[src/rtl/reg_check_pkg.sv]
// Shared definitions for the register-file self-check monitor.
package reg_check_pkg;

    typedef enum logic [1:0] {
        ST_IDLE = 2'd0,
        ST_RUN  = 2'd1,
        ST_SCAN = 2'd2,
        ST_DONE = 2'd3
    } state_e;

    localparam logic MODE_CYCLE = 1'b0;
    localparam logic MODE_PC    = 1'b1;

endpackage

[src/rtl/reg_check_seq_gen.sv]
// Walks the checked register window: read index and expected value advance together,
// the expected value by repeated addition of the step rather than a multiply.
module reg_check_seq_gen #(
    parameter int DATA_W     = 32,
    parameter int IDX_W      = 5,
    parameter int NUM_CHECKS = 8
) (
    input  logic              clk,
    input  logic              rst_n,
    input  logic              load,
    input  logic              step,
    input  logic [IDX_W-1:0]  base_idx,
    input  logic [DATA_W-1:0] base_val,
    input  logic [DATA_W-1:0] step_val,
    output logic [IDX_W-1:0]  rd_idx,
    output logic [DATA_W-1:0] exp_data,
    output logic              last
);

    localparam int CNT_W = IDX_W + 1;
    localparam logic [CNT_W-1:0] LAST_CNT = CNT_W'(NUM_CHECKS - 1);

    logic [IDX_W-1:0]  idx_q, idx_d;
    logic [DATA_W-1:0] exp_q, exp_d;
    logic [CNT_W-1:0]  cnt_q, cnt_d;

    // NOTE: every combinational output gets its hold value first, so no path can infer a latch.
    always_comb begin
        idx_d = idx_q;
        exp_d = exp_q;
        cnt_d = cnt_q;
        if (load) begin
            idx_d = base_idx;
            exp_d = base_val;
            cnt_d = '0;
        end else if (step) begin
            idx_d = idx_q + 1'b1;   // wraps modulo 2^IDX_W by width
            exp_d = exp_q + step_val;
            cnt_d = cnt_q + 1'b1;
        end
    end

    // NOTE: state is updated with non-blocking assignments so all flops see pre-edge values.
    always_ff @(posedge clk or negedge rst_n) begin
        if (!rst_n) begin
            idx_q <= '0;
            exp_q <= '0;
            cnt_q <= '0;
        end else begin
            idx_q <= idx_d;
            exp_q <= exp_d;
            cnt_q <= cnt_d;
        end
    end

    assign rd_idx   = idx_q;
    assign exp_data = exp_q;
    assign last     = (cnt_q == LAST_CNT);

endmodule

[src/rtl/reg_check_monitor.sv]
// Run/trigger/scan controller: waits for a cycle count or halt PC, then compares a
// window of register-file entries against an arithmetic sequence and reports results.
module reg_check_monitor
    import reg_check_pkg::*;
#(
    parameter int DATA_W     = 32,
    parameter int IDX_W      = 5,
    parameter int NUM_CHECKS = 8,
    parameter int CYC_W      = 32,
    parameter int PC_W       = 32
) (
    input  logic              clk,
    input  logic              rst_n,
    input  logic              start,
    input  logic              mode,
    input  logic [CYC_W-1:0]  check_cycle,
    input  logic [PC_W-1:0]   target_pc,
    input  logic [IDX_W-1:0]  base_reg,
    input  logic [DATA_W-1:0] exp_base,
    input  logic [DATA_W-1:0] exp_step,
    input  logic [PC_W-1:0]   pc,
    output logic [IDX_W-1:0]  rf_rd_idx,
    input  logic [DATA_W-1:0] rf_rd_data,
    output logic              busy,
    output logic              done,
    output logic              pass,
    output logic              timeout,
    output logic [IDX_W:0]    fail_count,
    output logic [IDX_W-1:0]  first_fail_idx,
    output logic [CYC_W-1:0]  cycle_count,
    output logic [PC_W-1:0]   pc_snapshot
);

    state_e            state_q, state_d;
    logic              mode_q, mode_d;
    logic [CYC_W-1:0]  check_cycle_q, check_cycle_d;
    logic [PC_W-1:0]   target_pc_q, target_pc_d;
    logic [IDX_W-1:0]  base_reg_q, base_reg_d;
    logic [DATA_W-1:0] exp_base_q, exp_base_d;
    logic [DATA_W-1:0] exp_step_q, exp_step_d;
    logic [CYC_W-1:0]  cycle_count_q, cycle_count_d;
    logic [IDX_W:0]    fail_count_q, fail_count_d;
    logic [IDX_W-1:0]  first_fail_q, first_fail_d;
    logic              timeout_q, timeout_d;
    logic [PC_W-1:0]   pc_snapshot_q, pc_snapshot_d;

    logic [CYC_W-1:0]  cycle_inc;
    logic              seq_load, seq_step, seq_last;
    logic [IDX_W-1:0]  seq_idx;
    logic [DATA_W-1:0] seq_exp;

    assign seq_load = (state_q == ST_RUN);
    assign seq_step = (state_q == ST_SCAN);

    reg_check_seq_gen #(
        .DATA_W     (DATA_W),
        .IDX_W      (IDX_W),
        .NUM_CHECKS (NUM_CHECKS)
    ) u_seq_gen (
        .clk      (clk),
        .rst_n    (rst_n),
        .load     (seq_load),
        .step     (seq_step),
        .base_idx (base_reg_q),
        .base_val (exp_base_q),
        .step_val (exp_step_q),
        .rd_idx   (seq_idx),
        .exp_data (seq_exp),
        .last     (seq_last)
    );

    // Saturating increment: a long run pins at all-ones instead of wrapping.
    assign cycle_inc = (&cycle_count_q) ? cycle_count_q : cycle_count_q + 1'b1;

    always_comb begin
        state_d       = state_q;
        mode_d        = mode_q;
        check_cycle_d = check_cycle_q;
        target_pc_d   = target_pc_q;
        base_reg_d    = base_reg_q;
        exp_base_d    = exp_base_q;
        exp_step_d    = exp_step_q;
        cycle_count_d = cycle_count_q;
        fail_count_d  = fail_count_q;
        first_fail_d  = first_fail_q;
        timeout_d     = timeout_q;
        pc_snapshot_d = pc_snapshot_q;

        unique case (state_q)
            ST_IDLE, ST_DONE: begin
                if (start) begin
                    mode_d        = mode;
                    check_cycle_d = (check_cycle == '0) ? CYC_W'(1) : check_cycle;
                    target_pc_d   = target_pc;
                    base_reg_d    = base_reg;
                    exp_base_d    = exp_base;
                    exp_step_d    = exp_step;
                    cycle_count_d = '0;
                    fail_count_d  = '0;
                    first_fail_d  = '0;
                    timeout_d     = 1'b0;
                    pc_snapshot_d = '0;
                    state_d       = ST_RUN;
                end
            end
            ST_RUN: begin
                cycle_count_d = cycle_inc;
                // A PC match takes priority over a timeout on the same edge.
                if (mode_q == MODE_PC && pc == target_pc_q) begin
                    pc_snapshot_d = pc;
                    state_d       = ST_SCAN;
                end else if (cycle_inc == check_cycle_q) begin
                    if (mode_q == MODE_PC) begin
                        timeout_d = 1'b1;
                        state_d   = ST_DONE;
                    end else begin
                        pc_snapshot_d = pc;
                        state_d       = ST_SCAN;
                    end
                end
            end
            ST_SCAN: begin
                cycle_count_d = cycle_inc;
                if (rf_rd_data != seq_exp) begin
                    fail_count_d = fail_count_q + 1'b1;
                    if (fail_count_q == '0) first_fail_d = seq_idx;
                end
                if (seq_last) state_d = ST_DONE;
            end
            default: state_d = ST_IDLE;
        endcase
    end

    always_ff @(posedge clk or negedge rst_n) begin
        if (!rst_n) begin
            state_q       <= ST_IDLE;
            mode_q        <= MODE_CYCLE;
            check_cycle_q <= '0;
            target_pc_q   <= '0;
            base_reg_q    <= '0;
            exp_base_q    <= '0;
            exp_step_q    <= '0;
            cycle_count_q <= '0;
            fail_count_q  <= '0;
            first_fail_q  <= '0;
            timeout_q     <= 1'b0;
            pc_snapshot_q <= '0;
        end else begin
            state_q       <= state_d;
            mode_q        <= mode_d;
            check_cycle_q <= check_cycle_d;
            target_pc_q   <= target_pc_d;
            base_reg_q    <= base_reg_d;
            exp_base_q    <= exp_base_d;
            exp_step_q    <= exp_step_d;
            cycle_count_q <= cycle_count_d;
            fail_count_q  <= fail_count_d;
            first_fail_q  <= first_fail_d;
            timeout_q     <= timeout_d;
            pc_snapshot_q <= pc_snapshot_d;
        end
    end

    assign rf_rd_idx      = (state_q == ST_SCAN) ? seq_idx : base_reg_q;
    assign busy           = (state_q == ST_RUN) || (state_q == ST_SCAN);
    assign done           = (state_q == ST_DONE);
    assign pass           = done && (fail_count_q == '0) && !timeout_q;
    assign timeout        = timeout_q;
    assign fail_count     = fail_count_q;
    assign first_fail_idx = first_fail_q;
    assign cycle_count    = cycle_count_q;
    assign pc_snapshot    = pc_snapshot_q;

endmodule

[config.mk]
export PLATFORM = sky130hd
export DESIGN_NAME = reg_check_monitor
export DESIGN_NICKNAME = d
export VERILOG_FILES = /design/src/rtl/reg_check_pkg.sv /design/src/rtl/reg_check_seq_gen.sv /design/src/rtl/reg_check_monitor.sv
export SDC_FILE = /design/constraint.sdc
export NUM_CORES = 1
export LEC_CHECK = 0
export CAP_MARGIN = 30
export CORE_MARGIN = 3
export CORE_UTILIZATION = 40
export DETAILED_ROUTE_END_ITERATION = 8
export HOLD_SLACK_MARGIN = 0.05
export PLACE_DENSITY = 0.71
export SLEW_MARGIN = 15
export SYNTH_ARGS = -nofsm -noshare
export SYNTH_HDL_FRONTEND = slang
export SYNTH_SLANG_ARGS = --single-unit
[constraint.sdc]
create_clock -name clk -period 5.6 [get_ports clk]
set_clock_uncertainty 0.05 [all_clocks]
set_input_delay 1.68 -clock clk [delete_from_list [all_inputs] [get_ports clk]]
set_output_delay 1.68 -clock clk [all_outputs]
set_load 0.1 [all_outputs]
==> results of run 1 <==
Yosys cell counts (6+ instances only):
master    number
buf_2         11
nand2_1       91
a31oi_1       12
and4_1         6
dfrtp_1      255
a22o_1        20
nand3_1       68
and2_1         6
inv_1         56
nand2b_1      10
ha_1          40
and3_1        20
a21oi_1       58
o21ai_1       31
o21ai_0       86
xor2_1        27
nor3b_1        6
a22oi_1        7
clkbuf_1      53
or3_1          6
o31ai_1       13
o21a_1        18
o211ai_1      16
nor2b_1       11
nand4_1       36
nor2_1        53
a211oi_1       8
xnor2_1      100
or4_1          8
mux2_2       147
nor3_1        20
a21o_1        20
mux2i_1       10
nor4_1        27
registers in the layout, indices dropped and copies added (netlist names):
name and cells:
pc_snapshot 32, first_fail_idx 5, state_q 2, check_cycle_q 32, u_seq_gen.cnt_q 6, u_seq_gen.exp_data 32, cycle_count 32, mode_q 1
u_seq_gen.rd_idx 5, exp_base_q 32, timeout 1, target_pc_q 32, fail_count 6, exp_step_q 32, base_reg_q 5
power by group:
| part | switching (mW) | internal, mW | total, mW |
|---|---|---|---|
| clock network | 0.782 | 1.15 | 1.93 |
| registers | 0.658 | 2.70 | 3.36 |
| logic | 4.39 | 2.88 | 7.27 |
| total | 5.83 | 6.74 | 12.6 |
cell families (layout without fill, tap and decap cells):
logic type               count (synthesis)  after routing  share of synthesized area (%)
AND/OR/NAND/NOR                        391            391                           14.3
AO/OA/AOI/OAI                          331            331                           14.6
flip-flops                             255            255                           44.0
multiplexers                           157            157                           12.1
buffers and inverters                  132            416                           3.75
XOR/XNOR                               127            127                           7.68
adder cells (fa/ha/maj)                 41             41                           3.59
cell type report:
type                       instances  area, sq um
multi-input combinational       1047         7580
clock buffer                      43          860
inverter                          56          210
tap                              461          577
timing repair buffer             307         3040
clock inverter                    10          119
sequential                       255         6380
fill                            3198        16900
per-stage QoR:
stage	total power, mW	utilization, %	cell area [sq um]
after floorplan	8.80	-	14500
after global placement	10.5	49.9	17800
after detailed placement	10.6	49.9	17800
after CTS	12.7	52.7	18800
after global routing	13.5	52.7	18800
final	12.6	52.7	18800
layer usage:
layer,wire (um),GRT usage (%),part of all wire (%)
met5,20,0,0.047
met4,894,5.44,2.1
met3,2450,3.16,5.8
met2,20100,35.6,47
met1,18800,29.5,45
worst min path at each step:
stage / from / to / slack (ns) / cells past startpoint
global placement: exp_base_q[16]$_DFFE_PN0P_ / exp_base_q[16]$_DFFE_PN0P_ / 0.44 / 1
finish: exp_base_q[15]$_DFFE_PN0P_ / exp_base_q[15]$_DFFE_PN0P_ / 0.46 / 1
global route: exp_base_q[24]$_DFFE_PN0P_ / exp_base_q[24]$_DFFE_PN0P_ / 0.48 / 1
detailed placement: exp_base_q[0]$_DFFE_PN0P_ / exp_base_q[0]$_DFFE_PN0P_ / 0.44 / 1
floorplan: check_cycle_q[0]$_DFFE_PN0P_ / check_cycle_q[0]$_DFFE_PN0P_ / 0.42 / 2
CTS: exp_base_q[16]$_DFFE_PN0P_ / exp_base_q[16]$_DFFE_PN0P_ / 0.46 / 1
==> run metrics, run 1 <==
status finished clean; CTS Hold Bufs 0; number of flops mapped to enable cells by yosys 0; CP Max Fanout 32; I/O Pins 285; final clock period utilization by the worst path 84.0%; P_leak 7.67 nW; number of post-CTS setup repair buffers 0; number of DRC markers in iteration 0 731; DRT antenna net count 0; DP Cell Count 2126; P per Cell Area 669 nW/um^2; largest net degree at the start of global routing 116; critical path's top delay family simple AND/OR/NAND/NOR gates; Final setup viols 0; MaxCap Viol Count 0; CP Class reg -> reg; YS warnings 0; synthesized area 14500 sq um; RePlAce Congestion 0.916; vias in the first global route 12061; clock sink count 255; most common cell after layout, fill and taps aside clkdlybuf4s50_1; syn_nets 1676; Initial Utilization 40.6%; Die Ht 196 um; final slew viol count 0; Avg Vias per Cell 5.56; final hold violations 0; Cell variety after synth 73; Yosys top cell area share 44.0%; worst setup margin 0.897 ns; worst skew pair latency 0.56 ns; ant diodes 0; Die Area 38500 sq um; Critical Path Stages 13; Layout Nets 1939; DR pass1 iterations 5; drt drc 0; Hold Path Class reg -> reg; top_reg_cell synth dfrtp_1; CP Cell Sequence ha_1, nand3_1, nor3_1, nand4_1, buf_4, nor4_1, a2bb2o_1, nand4bb_1, or4_1, or4b_1, buf_4, nand3_1, o21ai_0; slowest cell delay on critical path 0.67 ns; pre-CTS setup slack 0.513 ns; fmax 213 MHz; H-tree lvl count 1; drt wl/cell 19.4 um; num rows 69; GRT overflow 0; Startpoint Class flop; critical path endpoint pc_snapshot[0]$_DFFE_PN0P_; CTS max path bufs 3; Worst setup EP type flop; Cells after Synth 1434; CP startpoint cycle_count[0]$_DFFE_PN0P_; unrepaired setup endpoints after global routing no; sequential fraction of the synthesis area 44.0%; register bit total from synthesis 255; worst vdd ir 0.000372 V; final setup TNS 0 ns; first-pass GRT wire length 66900 um; RR Endpoint pc_snapshot[0]$_DFFE_PN0P_; post-detail-place hpwl 30900 um; top post-synthesis cells by area dfrtp_1 (44%), mux2_2 (11%), xnor2_1 (6.0%); CTS root buffer clkbuf_16; drt total wl 42300 um; die span in x 196 um; flop2flop setup slack 0.90 ns; via count 12107; I/O Buffers 284; worst path bufs/invs 2; r2r startpoint cycle_count[0]$_DFFE_PN0P_; Reg clk slew, reported paths 0.06 ns; critical path data required time 5.99 ns; all-layer global routing usage 21.4%; post-synth top area cell dfrtp_1; synthesized area per cell 10.1 sq um; commonest non-fill, non-tap cells in the layout clkdlybuf4s50_1 (277), dfrtp_1 (255), mux2_2 (147), xnor2_1 (100), nand2_1 (90); core area 35700 sq um; cts repair resizes 0; worst path arrival time 5.10 ns; Layout Cells excl Fill 2179; CTS tree built; total CTS buffers 30; final worst hold slack 0.456 ns; Reg2Reg Depth 13; slew margin rel. 30.9%; slowest library cell on the worst path nor3_1; share of layout cells above drive strength 1 14.1%; antenna violations before repair 1; async set-or-reset flop fraction in the synthesized netlist 100%; synthesis-to-finish area growth 29.6%; Slew @ Worst Pin 1.03 ns; min Tclk post-route 4.70 ns
Power figures use the tool's default switching activity.
==> inputs of run 2 (changes only) <==
Settings changed: PLACE_DENSITY 0.71 to 0.74.
Clock period 5.6 ns to 4 ns, I/O delays scaled along.
==> run metrics, run 2 (synthesis gave the netlist of run 1 again) <==
commonest non-fill, non-tap cells in the layout dfrtp_1 (229), clkdlybuf4s50_1 (225), buf_4 (176), mux2_2 (147), xnor2_1 (100); I/O Buffers 284 (unchanged); RePlAce Congestion 0.943 (+3.0%); final hold violations 0 (unchanged); Startpoint Class flop; FF/Latch Area 6420 sq um (+0.59%); drt total wl 43900 um (+3.9%); CTS root buffer clkbuf_16; drt drc 0 (unchanged); worst vdd ir 0.000626 V (+68%); worst setup margin -0.0252 ns (-0.923 ns); antenna violations before repair 1 (unchanged); share of layout cells above drive strength 1 24.2% (+10 points); P_leak 8.34 nW (+8.7%); Multi-input gate area 7650 sq um (+0.91%); first-pass GRT wire length 70200 um (+5.0%); Die Area 38500 sq um (unchanged); slew margin rel. 34.4% (+3.6 points); total CTS buffers 30 (unchanged); num rows 69 (unchanged); Avg Vias per Cell 5.53 (-0.49%); design area 19700 sq um (+4.7%); Reg clk slew, reported paths 0.06 ns (about the same); ant diodes 0 (unchanged); Hold Path Class reg -> reg; fmax 248 MHz (+17%); CP Max Fanout 32 (unchanged); number of DRC markers in iteration 0 738 (+0.96%); worst skew pair latency 0.57 ns (about the same); worst hold path cell count 1 (unchanged); vias in the first global route 13002 (+7.8%); MaxCap Viol Count 0 (unchanged); DR pass1 iterations 5 (unchanged); uppermost layer routed met5; Layout Nets 2040 (+5.2%); met3 WL 2680 um (+9.2%); drt wl/cell 19.2 um (-0.79%); largest net degree at the start of global routing 107 (-7.8%); met2 wire length 21400 um (+6.7%); unrepaired setup endpoints after global routing yes; Initial Utilization 40.6% (unchanged); die span in x 196 um (unchanged); Fillers 3128 (-2.2%); Reg2Reg Depth 11 (-2); all-layer global routing usage 22.4% (+1.0 points); failing checks setup timing; via count 12617 (+4.2%); core area 35700 sq um (unchanged); H-tree lvl count 1 (unchanged); status finished with violations; CP Class reg -> reg; synthesis-to-finish area growth 35.7%; worst path arrival time 4.42 ns (-0.68 ns); Final setup viols 9 (+9); placed cell area 18500 sq um (+4.0%); Slew @ Worst Pin 0.981 ns (-0.0534 ns); min Tclk post-route 4.03 ns (-0.677 ns); pre-CTS setup slack -0.325 ns (-0.837 ns); CTS Hold Bufs 0 (unchanged); CTS max path bufs 3 (unchanged); most common cell after layout, fill and taps aside dfrtp_1; post-detail-place hpwl 33200 um (+7.5%); GRT overflow 0 (unchanged); Die Ht 196 um (unchanged); Worst setup EP type flop; critical path data required time 4.40 ns (-1.59 ns); I/O Pins 285 (unchanged); final slew viol count 0 (unchanged); clock sink count 255 (unchanged); CTS tree built; M1 WL 18800 um (about the same); P per Cell Area 922 nW/um^2 (+38%); DRT antenna net count 0 (unchanged); final clock period utilization by the worst path 101% (+17 points)
==> run 2: cell types whose count changed in the layout (fill, tap and decap cells not counted), moves of 2 or more <==
cell,delta
or4_4,+2
dfrtp_4,+2
bufinv_16,+3
or4_1,-2
buf_4,+150
nor4_2,+2
dfrtp_1,-26
dfrtp_2,+24
clkdlybuf4s50_1,-52
buf_12,+3
inv_6,+2
nor4_1,-3
clkbuf_1,-5
==> run 2: final cells by class <==
class	count	area share (%)
Multi-Input combinational cell	1047	38.9
Sequential cell	255	32.7
Timing Repair Buffer	408	18.9
Clock buffer	39	4.40
Tap cell	461	2.93
Clock inverter	16	1.14
Inverter	56	1.07
==> run 2: worst paths after layout <==
path | slack (ns) | end | startpoint
setup reg to reg | -0.03 | pc_snapshot[31]$_DFFE_PN0P_ | cycle_count[8]$_DFFE_PN0P_
max in group asynchronous | 2.27 | target_pc_q[30]$_DFFE_PN0P_ | rst_n
hold reg to reg | 0.45 | exp_base_q[9]$_DFFE_PN0P_ | exp_base_q[9]$_DFFE_PN0P_
min in group asynchronous | 0.58 | fail_count[3]$_DFFE_PN0P_ | rst_n
setup / recovery | -0.03 | pc_snapshot[31]$_DFFE_PN0P_ | cycle_count[8]$_DFFE_PN0P_
hold / removal | 0.45 | exp_base_q[9]$_DFFE_PN0P_ | exp_base_q[9]$_DFFE_PN0P_
==> run 2: critical path, stage by stage, from the launching register on <==
cell	delay, ns
dfrtp_4	0.41
nand4_1	0.14
or4_4	0.57
or3_4	0.39
or3_4	0.34
xnor2_1	0.16
or4_1	0.50
or4_4	0.46
or4b_4	0.51
buf_12	0.18
nand3_1	0.10
o21ai_0	0.08
==> run 2: per-layer routing <==
| layer | GRT usage (%) | vias to the layer above |
|---|---|---|
| li1 | - | 5959 |
| met4 | 5.10 | 2 |
| met3 | 3.90 | 64 |
| met1 | 29.6 | 6204 |
| met5 | 0 | - |
| met2 | 38.9 | 388 |
==> run 2: through the flow <==
step | util (%) | std cells | setup TNS (ns) | total power [mW] | hold slack, ns
floorplan | - | 1434 | -11.88 | 12.3 | 0.419
global placement | 51.9 | 2226 | -4.44 | 14.8 | 0.436
detailed placement | 51.9 | 2226 | -6.92 | 15.1 | 0.443
CTS | 55.0 | 2281 | -0.0279 | 18.2 | 0.456
global route | 55.1 | 2282 | -3.04 | 19.3 | 0.458
finish | 55.1 | 2282 | -0.0677 | 18.1 | 0.454
==> run 2: power breakdown <==
| group | internal [mW] | total (mW) | switching (mW) |
|---|---|---|---|
| combinational | 4.21 | 10.5 | 6.27 |
| sequential | 3.79 | 4.67 | 0.883 |
| clock | 1.84 | 2.97 | 1.12 |
| total | 9.84 | 18.1 | 8.28 |
==> run 2: timing repair <==
action | CTS | global route
setup buffers | 0 | 1
pin swaps | 1 | 0
resized for setup | 7 | 7
cloned | 0 | 0
endpoints found under the setup margin | 34 | 34
==> variant: new RTL, settings of run 1 <==
Reset style: synchronous (`rst_n`), changed in 2 clocked blocks.
--- a/src/rtl/reg_check_seq_gen.sv
+++ b/src/rtl/reg_check_seq_gen.sv
@@ -43,3 +43,3 @@
     // NOTE: state is updated with non-blocking assignments so all flops see pre-edge values.
-    always_ff @(posedge clk or negedge rst_n) begin
+    always_ff @(posedge clk) begin
         if (!rst_n) begin
--- a/src/rtl/reg_check_monitor.sv
+++ b/src/rtl/reg_check_monitor.sv
@@ -133,3 +133,3 @@
 
-    always_ff @(posedge clk or negedge rst_n) begin
+    always_ff @(posedge clk) begin
         if (!rst_n) begin
Check against the original RTL: differs if rst_n is asserted again (counterexample within 4 cycles, from zero or initial values and one cycle with rst_n low); with rst_n held inactive, the same outputs for 4 cycles.
==> variant against run 1 <==
- sequential share of layout area shrank 7.8 points
- cell area grew 3.9%
- count of clock-buffer cells in the layout shrank 6
- worst setup slack lost 150 ps
- global-route usage grew 3.6 points
- total power shrank 32%
- synthesized area grew 4.7%
- largest power group unchanged
- sequential cell count is the same
- maximum frequency shrank 3.1%
- wire length grew 24%
==> variant: results (changes against run 1) <==
----------------------------------------------------
[Run status]
  Result of the run ... completed

[Cells and area]
  Antenna Diode Count ... 1 (+1)
  Layout sequential cell count ... 255 (unchanged)
  Multi-In Gates ... 1,489 (+42%)
  Relative area of clock buffers and inverters in the final design ... 4.59% (-0.62 points)
  Multi-input logic portion of the cell area ... 48.0% (+7.6 points)
  Number of ordinary inverters in the final layout ... 32 (-43%)
  Clock buffer count in the final layout ... 37 (-14%)
  Non-clk buf share ... 17.3% (+1.1 points)
  Area taken by multi-input logic gates ... 0.00937 mm^2 (+24%)
  Post-layout nets ... 2,375 (+22%)

[Logic synthesis]
  Net Count, Synth ... 2,158 (+29%)
  Cell types occupying the most area after synthesis ... sky130_fd_sc_hd__dfxtp_1 34%, sky130_fd_sc_hd__nand2_1 10%, sky130_fd_sc_hd__a21boi_0 6.9%
  Most used standard cells in the synthesized netlist ... 404 x sky130_fd_sc_hd__nand2_1, 255 x sky130_fd_sc_hd__dfxtp_1, 139 x sky130_fd_sc_hd__a21boi_0, 110 x sky130_fd_sc_hd__xnor2_1, 98 x sky130_fd_sc_hd__clkbuf_1
  Share of the yosys chip area belonging to registers ... 33.7% (-10 points)

[Global route]
  Number of global-route vias before repair ... 14,400 (+19%)
  Maximum number of pins on one net before global-route repair ... 121 (+4.3%)

[Drt]
  Initial DRC Count ... 1,002 (+37%)
  Average detailed-routed wire length per instance ... 19.7 um (+1.5%)

[Worst setup path]
  CP Data Arrival Time ... 5280 ps (+180 ps)
  Largest stage delay on the critical path ... 740 ps (+70 ps)

[Min path]
  Startpoint of the most critical hold path ... exp_base_q[28]$_SDFFE_PN0P_

[Clock tree]
  Inserted Clock Buffers ... 29 (-3.3%)

[Pwr]
  Combinational group share of total power ... 48.6% (-9.3 points)
  Max rail drop VDD ... 0.442 mV (+19%)
  Cell-internal power ... 4.69 mW (-30%)

[Timing]
  Worst max-slew margin expressed relative to the limit ... 29.9% (-0.95 points)

[Placement]
  Cell area reported after detailed placement ... 0.0186 mm^2 (+4.3%)

----------------------------------------------------
## variant: cell types whose count changed in the layout (fill, tap and decap cells not counted), sizes merged, moves of 18 or more
cell / before / now
o22ai: 3 / 32
dfxtp: 0 / 255
inv: 55 / 33
nand2: 91 / 404
buf: 30 / 49
a22o: 20 / 2
and2: 7 / 41
dfrtp: 255 / 0
mux2: 147 / 6
a21boi: 1 / 139
o21ai: 117 / 71
o211a: 1 / 19
mux2i: 10 / 42
## variant: final timing paths
| check | end | slack (ps) | cells past startpoint |
|---|---|---|---|
| worst max-delay path | state_q[1]$_SDFFE_PN0P_ | 740 | 13 |
| worst min-delay path | exp_base_q[28]$_SDFFE_PN0P_ | 410 | 2 |
| worst max register to register | state_q[1]$_SDFFE_PN0P_ | 740 | 13 |
| worst min register to register | exp_base_q[28]$_SDFFE_PN0P_ | 410 | 2 |
## variant: cell families after synthesis
kind of cell,count (synthesis),synth area share [%]
DFF,255,33.7
buffers and inverters,172,4.75
muxes,48,3.22
xor gates and xnor gates,141,8.33
adders and majority gates,41,3.43
AOI/OAI and AO/OA,470,21.6
and+or+nand+nor,789,25.0
## variant: layer usage
metal | up-vias | share of wire, % | global-route usage (%)
li1 | 7196 | - | -
met1 | 7057 | 43 | 32.5
met2 | 492 | 47 | 42.3
met3 | 99 | 6.3 | 4.61
met4 | 0 | 3.4 | 7.55
met5 | - | 0 | 0
## variant: per-stage QoR
stage | instances | utilization [%] | total power [mW]
after floorplan | 1916 | - | 5.50
after global placement | 2595 | 49.5 | 6.59
after detailed placement | 2604 | 50.2 | 6.68
after CTS | 2655 | 52.6 | 8.53
after global routing | 2657 | 52.7 | 9.04
final | 2658 | 52.7 | 8.49
